==> config.mk <==
export PLATFORM = sky130hd
export DESIGN_NAME = note_player_flat
export DESIGN_NICKNAME = d
export VERILOG_FILES = /design/src/rtl/note_player_pkg.sv /design/src/rtl/note_player_if.sv /design/src/rtl/note_player_tone_divider.sv /design/src/rtl/note_player.sv /design/src/flat_wrapper.sv
export SDC_FILE = /design/constraint.sdc
export NUM_CORES = 1
export LEC_CHECK = 0
export CAP_MARGIN = 20
export CORE_MARGIN = 2
export CORE_UTILIZATION = 40
export DETAILED_ROUTE_END_ITERATION = 6
export PLACE_DENSITY = 0.61
export SYNTH_ARGS = -nofsm -noshare
export SYNTH_HDL_FRONTEND = slang
export SYNTH_HIERARCHICAL = 1
export SYNTH_SLANG_ARGS = --single-unit
==> constraint.sdc <==
create_clock -name clk -period 6.3 [get_ports clk]
set_input_delay 1.26 -clock clk [delete_from_list [all_inputs] [get_ports clk]]
set_output_delay 1.26 -clock clk [all_outputs]
set_load 0.05 [all_outputs]
==> src/rtl/note_player_pkg.sv <==
// Shared constants, state encoding and pitch table for the note player.
package note_pkg;

  localparam int NOTE_W   = 4;
  localparam int NUM_KEYS = 8;

  localparam logic [NOTE_W-1:0] NOTE_SILENT = 4'd0;
  localparam logic [NOTE_W-1:0] NOTE_MIN    = 4'd1;
  localparam logic [NOTE_W-1:0] NOTE_MAX    = 4'd8;

  typedef enum logic [1:0] {
    IDLE,
    PLAY,
    RELEASE
  } state_t;

  // Half-periods in cycles at 10 MHz: C4 D4 E4 F4 G4 A4 B4 C5.
  localparam int unsigned HALF_PERIOD [NUM_KEYS] = '{
    19111, 17026, 15169, 14317, 12755, 11364, 10124, 9556
  };

  // Scaled half-period for a valid note code, never less than one cycle.
  // Codes outside 1..8 wrap to a harmless table entry; callers only use the
  // result while a valid note is loaded or sounding.
  function automatic int unsigned half_period(input logic [NOTE_W-1:0] code,
                                              input int unsigned shift);
    int unsigned hp;
    logic [2:0]  idx;
    idx = 3'(code - NOTE_MIN);
    hp  = HALF_PERIOD[idx] >> shift;
    if (hp == 0) hp = 1;
    return hp;
  endfunction

endpackage

==> src/rtl/note_player_if.sv <==
// Sequencer-to-player connection: note code in, tone and status out.
interface note_player_if;
  import note_pkg::*;

  logic [NOTE_W-1:0] note_sustain;
  logic              wave;
  logic              active;
  logic              releasing;
  logic [NOTE_W-1:0] cur_note;
  logic              note_start;

  // Sequencer side drives the note code and observes the player.
  modport master (
    output note_sustain,
    input  wave, active, releasing, cur_note, note_start
  );

  // Player side.
  modport slave (
    input  note_sustain,
    output wave, active, releasing, cur_note, note_start
  );
endinterface

==> src/rtl/note_player_tone_divider.sv <==
// Square-wave generator: counts down a half-period and toggles the output.
module tone_divider #(
  parameter int unsigned CNT_W = 16
) (
  input  logic             clk,
  input  logic             rst,
  input  logic             load,
  input  logic [CNT_W-1:0] half,
  input  logic             run,
  output logic             wave,
  output logic [CNT_W-1:0] div_cnt
);

  // Load restarts the phase high; while running, toggle on terminal count.
  always_ff @(posedge clk) begin
    if (rst) begin
      wave    <= 1'b0;
      div_cnt <= '0;
    end else if (load) begin
      wave    <= 1'b1;
      div_cnt <= half - CNT_W'(1);
    end else if (!run) begin
      wave    <= 1'b0;
      div_cnt <= '0;
    end else if (div_cnt == '0) begin
      wave    <= ~wave;
      div_cnt <= half - CNT_W'(1);
    end else begin
      div_cnt <= div_cnt - CNT_W'(1);
    end
  end

endmodule

==> src/rtl/note_player.sv <==
// Note code to square-wave tone: trigger/decode, release tail and FSM.
module note_player
  import note_pkg::*;
#(
  parameter int unsigned CNT_W          = 16,
  parameter int unsigned DIV_SHIFT      = 0,
  parameter int unsigned RELEASE_CYCLES = 1000
) (
  input  logic         clk,
  input  logic         rst,
  note_player_if.slave bus
);

  localparam logic [CNT_W-1:0] REL_LOAD =
    (RELEASE_CYCLES > 0) ? CNT_W'(RELEASE_CYCLES - 1) : '0;

  state_t            state_reg, state_next;
  logic [NOTE_W-1:0] cur_note_reg, cur_note_next;
  logic [CNT_W-1:0]  rel_cnt_reg, rel_cnt_next;
  logic              note_start_reg;

  logic              code_valid;
  logic              trigger;
  logic              run;
  logic [CNT_W-1:0]  half_sel;

  // Decode the live note code; a new or restarted note beats everything else.
  always_comb begin
    code_valid    = (bus.note_sustain >= NOTE_MIN) && (bus.note_sustain <= NOTE_MAX);
    trigger       = code_valid &&
                    ((state_reg != PLAY) || (bus.note_sustain != cur_note_reg));
    state_next    = state_reg;
    cur_note_next = cur_note_reg;
    rel_cnt_next  = rel_cnt_reg;

    if (trigger) begin
      state_next    = PLAY;
      cur_note_next = bus.note_sustain;
    end else begin
      case (state_reg)
        PLAY: begin
          // Not a trigger and valid means the same note is held.
          if (!code_valid) begin
            if (RELEASE_CYCLES > 0) begin
              state_next   = RELEASE;
              rel_cnt_next = REL_LOAD;
            end else begin
              state_next    = IDLE;
              cur_note_next = NOTE_SILENT;
            end
          end
        end
        RELEASE: begin
          if (rel_cnt_reg == '0) begin
            state_next    = IDLE;
            cur_note_next = NOTE_SILENT;
          end else begin
            rel_cnt_next = rel_cnt_reg - CNT_W'(1);
          end
        end
        default: ;
      endcase
    end

    // New note loads its own pitch; otherwise keep reloading the sounding one.
    half_sel = CNT_W'(half_period(trigger ? bus.note_sustain : cur_note_reg, DIV_SHIFT));
    run      = (state_next != IDLE);
  end

  // State, sounding note, release counter and trigger pulse.
  always_ff @(posedge clk) begin
    if (rst) begin
      state_reg      <= IDLE;
      cur_note_reg   <= NOTE_SILENT;
      rel_cnt_reg    <= '0;
      note_start_reg <= 1'b0;
    end else begin
      state_reg      <= state_next;
      cur_note_reg   <= cur_note_next;
      rel_cnt_reg    <= rel_cnt_next;
      note_start_reg <= trigger;
    end
  end

  tone_divider #(.CNT_W(CNT_W)) u_div (
    .clk     (clk),
    .rst     (rst),
    .load    (trigger),
    .half    (half_sel),
    .run     (run),
    .wave    (bus.wave),
    .div_cnt ()
  );

  assign bus.active     = (state_reg != IDLE);
  assign bus.releasing  = (state_reg == RELEASE);
  assign bus.cur_note   = cur_note_reg;
  assign bus.note_start = note_start_reg;

endmodule

==> src/flat_wrapper.sv <==
// flat-port wrapper written by rule: the top's interface ports become plain ports
module note_player_flat import note_pkg::*;
#(
  parameter int unsigned CNT_W          = 16,
  parameter int unsigned DIV_SHIFT      = 0,
  parameter int unsigned RELEASE_CYCLES = 1000
)
  (clk, rst, bus_note_sustain, bus_wave, bus_active, bus_releasing, bus_cur_note, bus_note_start);
  note_player_if bus_i ();
  input  logic clk;
  input  logic rst;
  input wire logic [$bits(bus_i.note_sustain)-1:0] bus_note_sustain;
  output wire logic [$bits(bus_i.wave)-1:0] bus_wave;
  output wire logic [$bits(bus_i.active)-1:0] bus_active;
  output wire logic [$bits(bus_i.releasing)-1:0] bus_releasing;
  output wire logic [$bits(bus_i.cur_note)-1:0] bus_cur_note;
  output wire logic [$bits(bus_i.note_start)-1:0] bus_note_start;
  assign bus_i.note_sustain = bus_note_sustain;
  assign bus_wave = bus_i.wave;
  assign bus_active = bus_i.active;
  assign bus_releasing = bus_i.releasing;
  assign bus_cur_note = bus_i.cur_note;
  assign bus_note_start = bus_i.note_start;
  note_player #(.CNT_W(CNT_W), .DIV_SHIFT(DIV_SHIFT), .RELEASE_CYCLES(RELEASE_CYCLES)) u_core (.clk(clk), .rst(rst), .bus(bus_i));
endmodule
==> results of run 1 <==
final cells by class:
type | instances | area share, %
repair buffers | 14 | 4.30
inverters | 20 | 2.35
multi-input cells | 275 | 60.8
clock buffers | 6 | 2.58
flip-flops and latches | 40 | 25.0
clock inverters | 2 | 1.21
well taps | 96 | 3.75
report_power, final:
part | total [mW] | switching (mW) | internal, mW
combinational | 0.379 | 0.217 | 0.162
clock | 0.220 | 0.0909 | 0.130
sequential | 0.325 | 0.0396 | 0.286
total | 0.924 | 0.347 | 0.577
metrics by stage:
| stage | total power, mW | cells |
|---|---|---|
| 3_5_place_dp | 0.707 | 445 |
| 5_1_grt | 0.988 | 453 |
| 4_1_cts | 0.932 | 453 |
| 3_3_place_gp | 0.702 | 445 |
| 2_1_floorplan | 0.635 | 347 |
| 6_report | 0.924 | 453 |
worst reg2reg max path: stages (launching register included):
cell	delay [ps]
dfxtp_1	380
inv_1	80
ha_1	240
and4_1	210
mux2i_1	120
a211oi_1	530
a21boi_0	270
inv_1	100
ha_1	210
or4b_2	610
o41ai_1	260
a21oi_1	110
o21ba_2	200
synth_stat cells (4+ instances only):
library cell	instances	area share (%)
dfxtp_1	40	28
nor2_1	38	4.9
a21oi_1	20	3.5
inv_1	20	2.6
xnor2_1	19	5.8
xor2_1	17	5.2
nand2_1	16	2.1
nand3_1	14	2.4
o21ai_0	14	2.4
nor3_1	12	2.1
or3_1	12	2.6
ha_1	11	4.8
o22a_2	8	2.8
nand2b_1	7	1.5
a31oi_1	6	1.3
clkbuf_1	5	0.65
or4_1	5	1.3
a21boi_0	4	1.0
nor2b_1	4	0.87
nor4_1	4	0.87
o21a_1	4	1.0
o31ai_1	4	1.0
metal layers:
metal | global-route usage, % | up-vias
met1 | 23.1 | 1109
met4 | 6.47 | 0
met5 | 0 | -
met3 | 2.40 | 12
met2 | 24.4 | 37
li1 | - | 1269
cell families (layout without fill, tap and decap cells):
family	Yosys count	count (layout)
AO/OA/AOI/OAI	88	88
other	1	1
multiplexers	2	2
buffers and inverters	32	42
adder cells (fa/ha/maj)	12	12
AND/OR/NAND/NOR	136	136
flip-flops	40	40
XOR/XNOR	36	36
worst paths after layout:
check	slack [ps]	endpoint	cells after the start	from
max	1120	u_core/u_div/div_cnt[8]$_SDFF_PP0_	13	bus_note_sustain[2]
max reg2reg	2870	u_core/u_div/div_cnt[8]$_SDFF_PP0_	12	u_core/state_reg[1]$_SDFF_PP0_
min	470	u_core/rel_cnt_reg[0]$_SDFFE_PP0P_	1	u_core/rel_cnt_reg[0]$_SDFFE_PP0P_
min reg2reg	470	u_core/rel_cnt_reg[0]$_SDFFE_PP0P_	1	u_core/rel_cnt_reg[0]$_SDFFE_PP0P_
cells in the final DEF, fill, tap and decap left out, types with 2 or more instances in the layout:
cell type        synthesis  final
xnor2_1                 19     19
o31ai_1                  4      4
or2_2                    3      3
inv_1                   20     20
o22a_2                   8      8
or4_4                    2      2
xor2_1                  17     17
nand2b_1                 7      7
nor4_1                   4      4
dfxtp_1                 40     40
nor2_1                  38     38
o21ba_1                  2      2
ha_1                    11     11
a31oi_1                  6      6
a21oi_1                 20     20
clkdlybuf4s50_1          0     13
or4_1                    5      5
o22ai_2                  3      3
o21ai_0                 14     14
o41ai_1                  2      2
nand3_1                 14     14
o32ai_1                  2      2
nor2b_1                  4      4
o21a_1                   4      4
clkbuf_8                 0      6
nand3b_2                 2      2
o21ai_1                  2      2
or3_1                   12     12
nor3_1                  12     12
nor4_4                   2      2
mux2i_1                  2      2
o22ai_1                  3      3
and4_1                   2      2
a21boi_0                 4      4
nor3b_1                  2      2
nand2_1                 16     16
==> flow_summary.toml, run 1 <==
[sta]
rsz0062_at_grt = "false"
holdWs_ps = 469
layout_setup_ws_ps = 1120
max_freq_mhz = 193
post-route-period-util_pct = 82.3
slew_headroom_pct = 55.8
worstMarginPinSlew_ps = 661
hold_violations = 0
fin_skew_ps = 9.51
min_period_ps = 5180
finalMaxSlewViolations = 0
setup_tns_ps = 0
setup_viol = 0

[global_routing]
antenna_found_initial = 0
gr-usage-all-layers_pct = 16.1
grt_pass1_wl_mm = 10.1
grt_max_degree = 30
gr-total-overflow = 0
grt_pass1_vias = 2167

[final_layout]
fillers = 659
area_growth_pct = 11.0
num_antenna_cells = 0
final_util_pct = 46.6
seqCellArea_sq_um = 801
final_cell_area_sq_um = 3200
fin_nets = 373
drive_gt1_share_pct = 11.8
multiInputGateArea_sq_um = 1940

[floorplan]
die_h_um = 88.9
core-area_sq_um = 6870
ios = 14
initial_core_util_pct = 42.0
die-area_sq_um = 7900
row_count = 30
die_x_um = 88.9

[detailed_routing]
vias_per_cell = 5.36
wl_met2_mm = 2.65
drt_iter0_drc = 138
via_count = 2427
dr.max_layer_used = "met4"
ant_nets = 0
routed_wl_mm = 6.02
met3_length_um = 151
drc = 0
detail_route.wl_per_cell_um = 13.3
first_pass_iters = 4
wl_met1_mm = 3.11

[setup_path]
critPathMostFrequentCell = "ha_1"
crit_buf_inv = 2
cp_slowest_stage_delay_ps = 660
criticalPathCategory = "input port to register"
cp.arrival_ps = 5370
critical_path.cell_chain = "clkdlybuf4s50_1 > o21a_1 > o32ai_1 > ha_1 > xor2_1 > nand2_1 > a21boi_0 > inv_1 > ha_1 > or4b_2 > o41ai_1 > a21oi_1 > o21ba_2"
path_delay_family = "compound AO/OA/AOI/OAI gates"
slowest_stage = "clkdlybuf4s50_1"
start_kind = "input port"
crit_path_max_fanout = 14
critPathRequiredTime_ps = 6490
cp-end-kind = "register"

[logic_synthesis]
synthCells = 347
ys_async_sr_fraction_pct = 0
synth-simple-area-share_pct = 27.2
synth_top_family_by_area = "simple AND/OR/NAND/NOR gates"
synthesis.nets = 364
syn_area_sq_um = 2880
ys_seq_elements = 40
synth.avg_cell_area_sq_um = 8.31
yosysUniqueCellTypes = 65
synth_compound_area_share_pct = 23.4
ys_seq_area_share_pct = 27.8
yosys_most_used_dff = "dfxtp_1"
yosys-mux-area-fraction_pct = 0.694
synth_xor_area_share_pct = 10.9
synth_edf_count = 0
yosys_warnings = 6
yosys.area_share.adder_pct = 5.12

[placement]
place_congestion = 0.864
portBuffers = 13
dp_slack_ps = 801
dpl.hpwl_mm = 4.35
place_area_sq_um = 3080

[clocking]
htreeDepth = 2
cts_hold_buf = 0
post_cts_resized = 0
cts_root_buf = "clkbuf_8"
clk_path_buf_depth = 2
cts_sinks = 40
clkLatencyLatePin_ps = 290
post_cts_buffers = 0
cts.clk_slew.worst_paths_ps = 80
cts_buffers = 5
cts_tree = "yes"

[pwr]
powerDensity_nw_per_um2 = 289
leakage_nw = 1.15
ir_drop_mv = 0.120

[min_path]
hold_class = "register to register"

[flow_run]
drv_cap = 0

[run_status]
status = "finished clean"
No activity file was read; power rests on OpenSTA's default activity.
==> run 2: changes to the inputs <==
- clock period: 6.3 -> 5.1 ns (I/O delays scaled with it)
==> run 2 against run 1 <==
Effect of this change: first-iteration DRC count increased by 7.2%; largest cell class unchanged; cell count increased by 1.1%; hold slack better by 19 ps; largest power group unchanged; critical path depth did not move; count of clock-buffer cells in the layout did not move; routed wire length shrank 0.71%.
==> flow_summary.toml, run 2 (synthesis results as in run 1) <==
[flow_run]
drv_cap = 0

[placement]
portBuffers = 13
dp_slack_ps = 315
dpl.hpwl_mm = 4.41
place_congestion = 0.833
dp_cells = 450

[setup_path]
crit_path_max_fanout = 13
r2r-start = "u_core/state_reg[1]$_SDFF_PP0_"
ff2ff_setup_slack_ps = 1760
start_kind = "input port"
cp.arrival_ps = 4680
path_depth = 13
criticalPathCategory = "input port to register"
r2r-end = "u_core/u_div/div_cnt[8]$_SDFF_PP0_"
path_delay_family = "compound AO/OA/AOI/OAI gates"
cp-end-kind = "register"
slowest_stage = "or4b_2"
cp_slowest_stage_delay_ps = 620
critPathMostFrequentCell = "ha_1"
critPathRequiredTime_ps = 5290
reg2reg_depth = 12
crit_buf_inv = 3
crit_path_start = "bus_note_sustain[1]"
critical_path.cell_chain = "clkdlybuf4s50_1 > o21a_1 > o32ai_1 > buf_4 > ha_1 > xnor2_1 > a21boi_0 > inv_1 > ha_1 > or4b_2 > o41ai_1 > a21oi_1 > o21ba_2"
cp-endpoint = "u_core/u_div/div_cnt[8]$_SDFF_PP0_"

[floorplan]
die_x_um = 88.9
core-area_sq_um = 6870
die_h_um = 88.9
initial_core_util_pct = 42.0
die-area_sq_um = 7900
ios = 14
row_count = 30

[sta]
max_freq_mhz = 223
slew_headroom_pct = 55.4
worstMarginPinSlew_ps = 664
hold_violations = 0
layout_setup_ws_ps = 610
post-route-period-util_pct = 88.0
min_period_ps = 4490
finalMaxSlewViolations = 0
rsz0062_at_grt = "false"
holdWs_ps = 488
setup_viol = 0
setup_tns_ps = 0
fin_skew_ps = 8.96

[clocking]
clkLatencyLatePin_ps = 290
post_cts_resized = 0
post_cts_buffers = 0
clk_path_buf_depth = 2
cts_root_buf = "clkbuf_8"
htreeDepth = 2
cts_tree = "yes"
cts_hold_buf = 0
cts_buffers = 5
cts_sinks = 40
cts.clk_slew.worst_paths_ps = 80

[global_routing]
antenna_found_initial = 0
grt_max_degree = 30
grt_pass1_wl_mm = 10.4
gr-usage-all-layers_pct = 16.3
gr-total-overflow = 0
grt_pass1_vias = 2227

[pwr]
ir_drop_mv = 0.157
leakage_nw = 1.17
powerDensity_nw_per_um2 = 355

[final_layout]
layout.cells.non_filler = 458
multiInputGateArea_sq_um = 1940
fin_nets = 378
layout_commonest_cell = "dfxtp_1"
num_antenna_cells = 0
area_growth_pct = 12.3
drive_gt1_share_pct = 13.0
final_cell_mix = "dfxtp_1, nor2_1, inv_1, a21oi_1, xnor2_1"
seqCellArea_sq_um = 801
fillers = 657
final_util_pct = 47.1

[detailed_routing]
first_pass_iters = 4
routed_wl_mm = 5.98
drc = 0
vias_per_cell = 5.28
detail_route.wl_per_cell_um = 13.1
via_count = 2416
drt_iter0_drc = 148
ant_nets = 0

[min_path]
hold_class = "register to register"

[run_status]
status = "finished clean"
-- run 2: cell count changes in the layout (fill, tap and decap cells not counted) --
cell,change
buf_4,+5
-- run 2: report_power, final --
part	internal (mW)	leakage [nW]	switching, mW
registers	0.353	0.329	0.0480
clock network	0.160	0.0614	0.115
logic	0.205	0.780	0.269
-- run 2: metal layers --
metal	GRT usage [%]	vias to the layer above	part of all wire, %
met3	2.68	4	3.0
li1	-	1285	-
met1	23.5	1089	52
met5	0	-	0
met4	4.55	0	1.1
met2	25.2	38	44
-- run 2: worst min-delay path by stage --
stage                                                   from                            endpoint  cells past startpoint
after CTS                 u_core/rel_cnt_reg[0]$_SDFFE_PP0P_  u_core/rel_cnt_reg[0]$_SDFFE_PP0P_                      1
after global placement    u_core/rel_cnt_reg[0]$_SDFFE_PP0P_  u_core/rel_cnt_reg[0]$_SDFFE_PP0P_                      1
after detailed placement  u_core/rel_cnt_reg[0]$_SDFFE_PP0P_  u_core/rel_cnt_reg[0]$_SDFFE_PP0P_                      1
final                     u_core/rel_cnt_reg[0]$_SDFFE_PP0P_  u_core/rel_cnt_reg[0]$_SDFFE_PP0P_                      1
after floorplan           u_core/rel_cnt_reg[0]$_SDFFE_PP0P_  u_core/rel_cnt_reg[0]$_SDFFE_PP0P_                      1
after global routing      u_core/rel_cnt_reg[0]$_SDFFE_PP0P_  u_core/rel_cnt_reg[0]$_SDFFE_PP0P_                      1
-- run 2: area by class of cell --
| type | count | area share (%) |
|---|---|---|
| Multi-Input combinational cell | 275 | 60.1 |
| Sequential cell | 40 | 24.7 |
| Timing Repair Buffer | 19 | 5.41 |
| Tap cell | 96 | 3.71 |
| Clock buffer | 6 | 2.55 |
| Inverter | 20 | 2.32 |
| Clock inverter | 2 | 1.20 |
-- run 2: stage by stage --
step / total power, mW / area (sq um)
2_1_floorplan: 0.785 / 2880
3_3_place_gp: 0.877 / 3120
3_5_place_dp: 0.880 / 3120
4_1_cts: 1.16 / 3240
5_1_grt: 1.23 / 3240
6_report: 1.15 / 3240
==> run 3: changes to the inputs <==
- CORE_ASPECT_RATIO: unset -> 0.8
- SYNTH_HIERARCHICAL: 1 -> unset
==> run 3 against run 2 <==
Effect of this change: core utilization decreased by 0.66 points; non-clock buffer count is 2 lower; setup slack better by 200 ps; cell area decreased by 7.1%.
==> flow_summary.toml, run 3 <==
[logic_synthesis]
synth_edf_count = 0
yosys_warnings = 0
synth_most_common_cell = "dfxtp_1"
ys_seq_elements = 40
synthesis.nets = 339
netlist.area_leader.share_pct = 29.5
synth.avg_cell_area_sq_um = 8.42
yosys_most_used_dff = "dfxtp_1"
ys_seq_area_share_pct = 29.5
synth_common_cells = "dfxtp_1, nor2_1, nand2_1"
yosysTopAreaCell = "dfxtp_1"
netlist_top_cells_area = "dfxtp_1, xnor2_1, ha_1"
synthCells = 322
syn_area_sq_um = 2710
ys_async_sr_fraction_pct = 0
yosysUniqueCellTypes = 63

[setup_path]
start_kind = "input port"
critPathRequiredTime_ps = 5260
crit_path_max_fanout = 11
criticalPathCategory = "input port to register"
ff2ff_setup_slack_ps = 2230
cp.arrival_ps = 4440
reg2reg_depth = 11
r2r-start = "u_core.bus.cur_note[1]$_SDFFE_PP0P_"
r2r-end = "u_core.u_div.div_cnt[6]$_SDFF_PP0_"
cp-end-kind = "register"

[placement]
portBuffers = 13
dp_slack_ps = 523
dpl.hpwl_mm = 4.50
dp_cells = 408
place_area_sq_um = 2900
place_congestion = 0.837

[detailed_routing]
ant_nets = 0
detail_route.wl_per_cell_um = 14.8
via_count = 2325
routed_wl_mm = 6.16
drc = 0
drt_iter0_drc = 96
vias_per_cell = 5.59
first_pass_iters = 4

[run_status]
status = "finished clean"

[clocking]
cts_hold_buf = 0
cts_buffers = 5
htreeDepth = 2
cts_sinks = 40
cts_root_buf = "clkbuf_8"
cts.clk_slew.worst_paths_ps = 80
cts_tree = "yes"
clk_path_buf_depth = 2
post_cts_buffers = 0
post_cts_resized = 0
clkLatencyLatePin_ps = 290

[final_layout]
final_util_pct = 46.5
layout_commonest_cell = "dfxtp_1"
final_cell_area_sq_um = 3010
num_antenna_cells = 0
drive_gt1_share_pct = 12.3
layout.cells.non_filler = 416
fin_nets = 348
area_growth_pct = 11.0
final_cell_mix = "dfxtp_1, nor2_1, nand2_1, a21oi_1, xnor2_1"

[min_path]
hold_end = "u_core.rel_cnt_reg[5]$_SDFFE_PP0P_"
min_from = "u_core.rel_cnt_reg[5]$_SDFFE_PP0P_"
worstHoldPathCells = 2
hold_class = "register to register"

[global_routing]
gr-usage-all-layers_pct = 17.4
gr-total-overflow = 0
grt_pass1_vias = 2157
antenna_found_initial = 0
grt_pass1_wl_mm = 10.4
grt_max_degree = 20

[floorplan]
die_h_um = 77.6
initial_core_util_pct = 41.9
core-area_sq_um = 6470
ios = 14
die_x_um = 96.0
row_count = 26
die-area_sq_um = 7450

[pwr]
ir_drop_mv = 0.171
leakage_nw = 1.09
powerDensity_nw_per_um2 = 379
power_mw = 1.14

[sta]
setup_tns_ps = 0
worstMarginPinSlew_ps = 773
rsz0062_at_grt = "false"
min_period_ps = 4290
layout_setup_ws_ps = 813
slew_headroom_pct = 48.3
hold_violations = 0
fin_skew_ps = 4.36
post-route-period-util_pct = 84.1
finalMaxSlewViolations = 0
max_freq_mhz = 233
setup_viol = 0
holdWs_ps = 507

[flow_run]
drv_cap = 0
## run 3: worst max-delay path, stage by stage
cell and delay, ps:
clkdlybuf4s50_1 660, o21a_1 290, o32a_1 290, inv_1 220
ha_1 640, xnor2_2 260, nor2_1 100, a21oi_1 190
ha_1 280, nand2_1 90, xor2_1 140, a21oi_1 160
o32ai_1 80
## run 3: logic make-up (layout without fill, tap and decap cells)
| logic type | count (synthesis) | after routing | synth area share, % |
|---|---|---|---|
| adder cells (fa/ha/maj) | 11 | 11 | 5.08 |
| flip-flops | 40 | 40 | 29.5 |
| multiplexers | 3 | 3 | 1.25 |
| XOR/XNOR | 34 | 34 | 12.0 |
| buffers and inverters | 27 | 37 | 4.57 |
| AO/OA/AOI/OAI | 78 | 78 | 21.4 |
| AND/OR/NAND/NOR | 129 | 129 | 26.2 |
## run 3: cell type report
class,instances,area [sq um]
Fill cell,647,3470
Clock buffer,5,68.8
Clock inverter,3,42.5
Tap cell,84,105
Sequential cell,40,801
Multi-Input combinational cell,255,1790
Timing Repair Buffer,17,160
Inverter,12,45.0
## run 3: power by group
part           leakage, nW  switching [mW]  internal [mW]
registers            0.328          0.0413          0.354
logic                0.712           0.283          0.196
clock network       0.0541           0.119          0.145
## run 3: worst max-delay path by stage
| stage | startpoint | end | slack (ps) | cells past startpoint |
|---|---|---|---|---|
| 2_1_floorplan | bus_note_sustain[2] | u_core.u_div.div_cnt[6]$_SDFF_PP0_ | 1170 | 15 |
| 4_1_cts | bus_note_sustain[2] | u_core.u_div.div_cnt[8]$_SDFF_PP0_ | 830 | 12 |
| 5_1_grt | bus_note_sustain[2] | u_core.u_div.div_cnt[6]$_SDFF_PP0_ | 500 | 13 |
| 3_3_place_gp | bus_note_sustain[2] | u_core.u_div.div_cnt[6]$_SDFF_PP0_ | 630 | 13 |
| 6_report | bus_note_sustain[2] | u_core.u_div.div_cnt[6]$_SDFF_PP0_ | 810 | 13 |
| 3_5_place_dp | bus_note_sustain[2] | u_core.u_div.div_cnt[6]$_SDFF_PP0_ | 520 | 13 |
## run 3: per-layer routing
layer | track usage (%) | share of wire (%) | vias to the layer above
li1 | - | - | 1174
met1 | 26.7 | 53 | 1094
met2 | 25.2 | 42 | 51
met3 | 3.50 | 4.3 | 6
met4 | 3.14 | 1.0 | 0
met5 | 0 | 0 | -
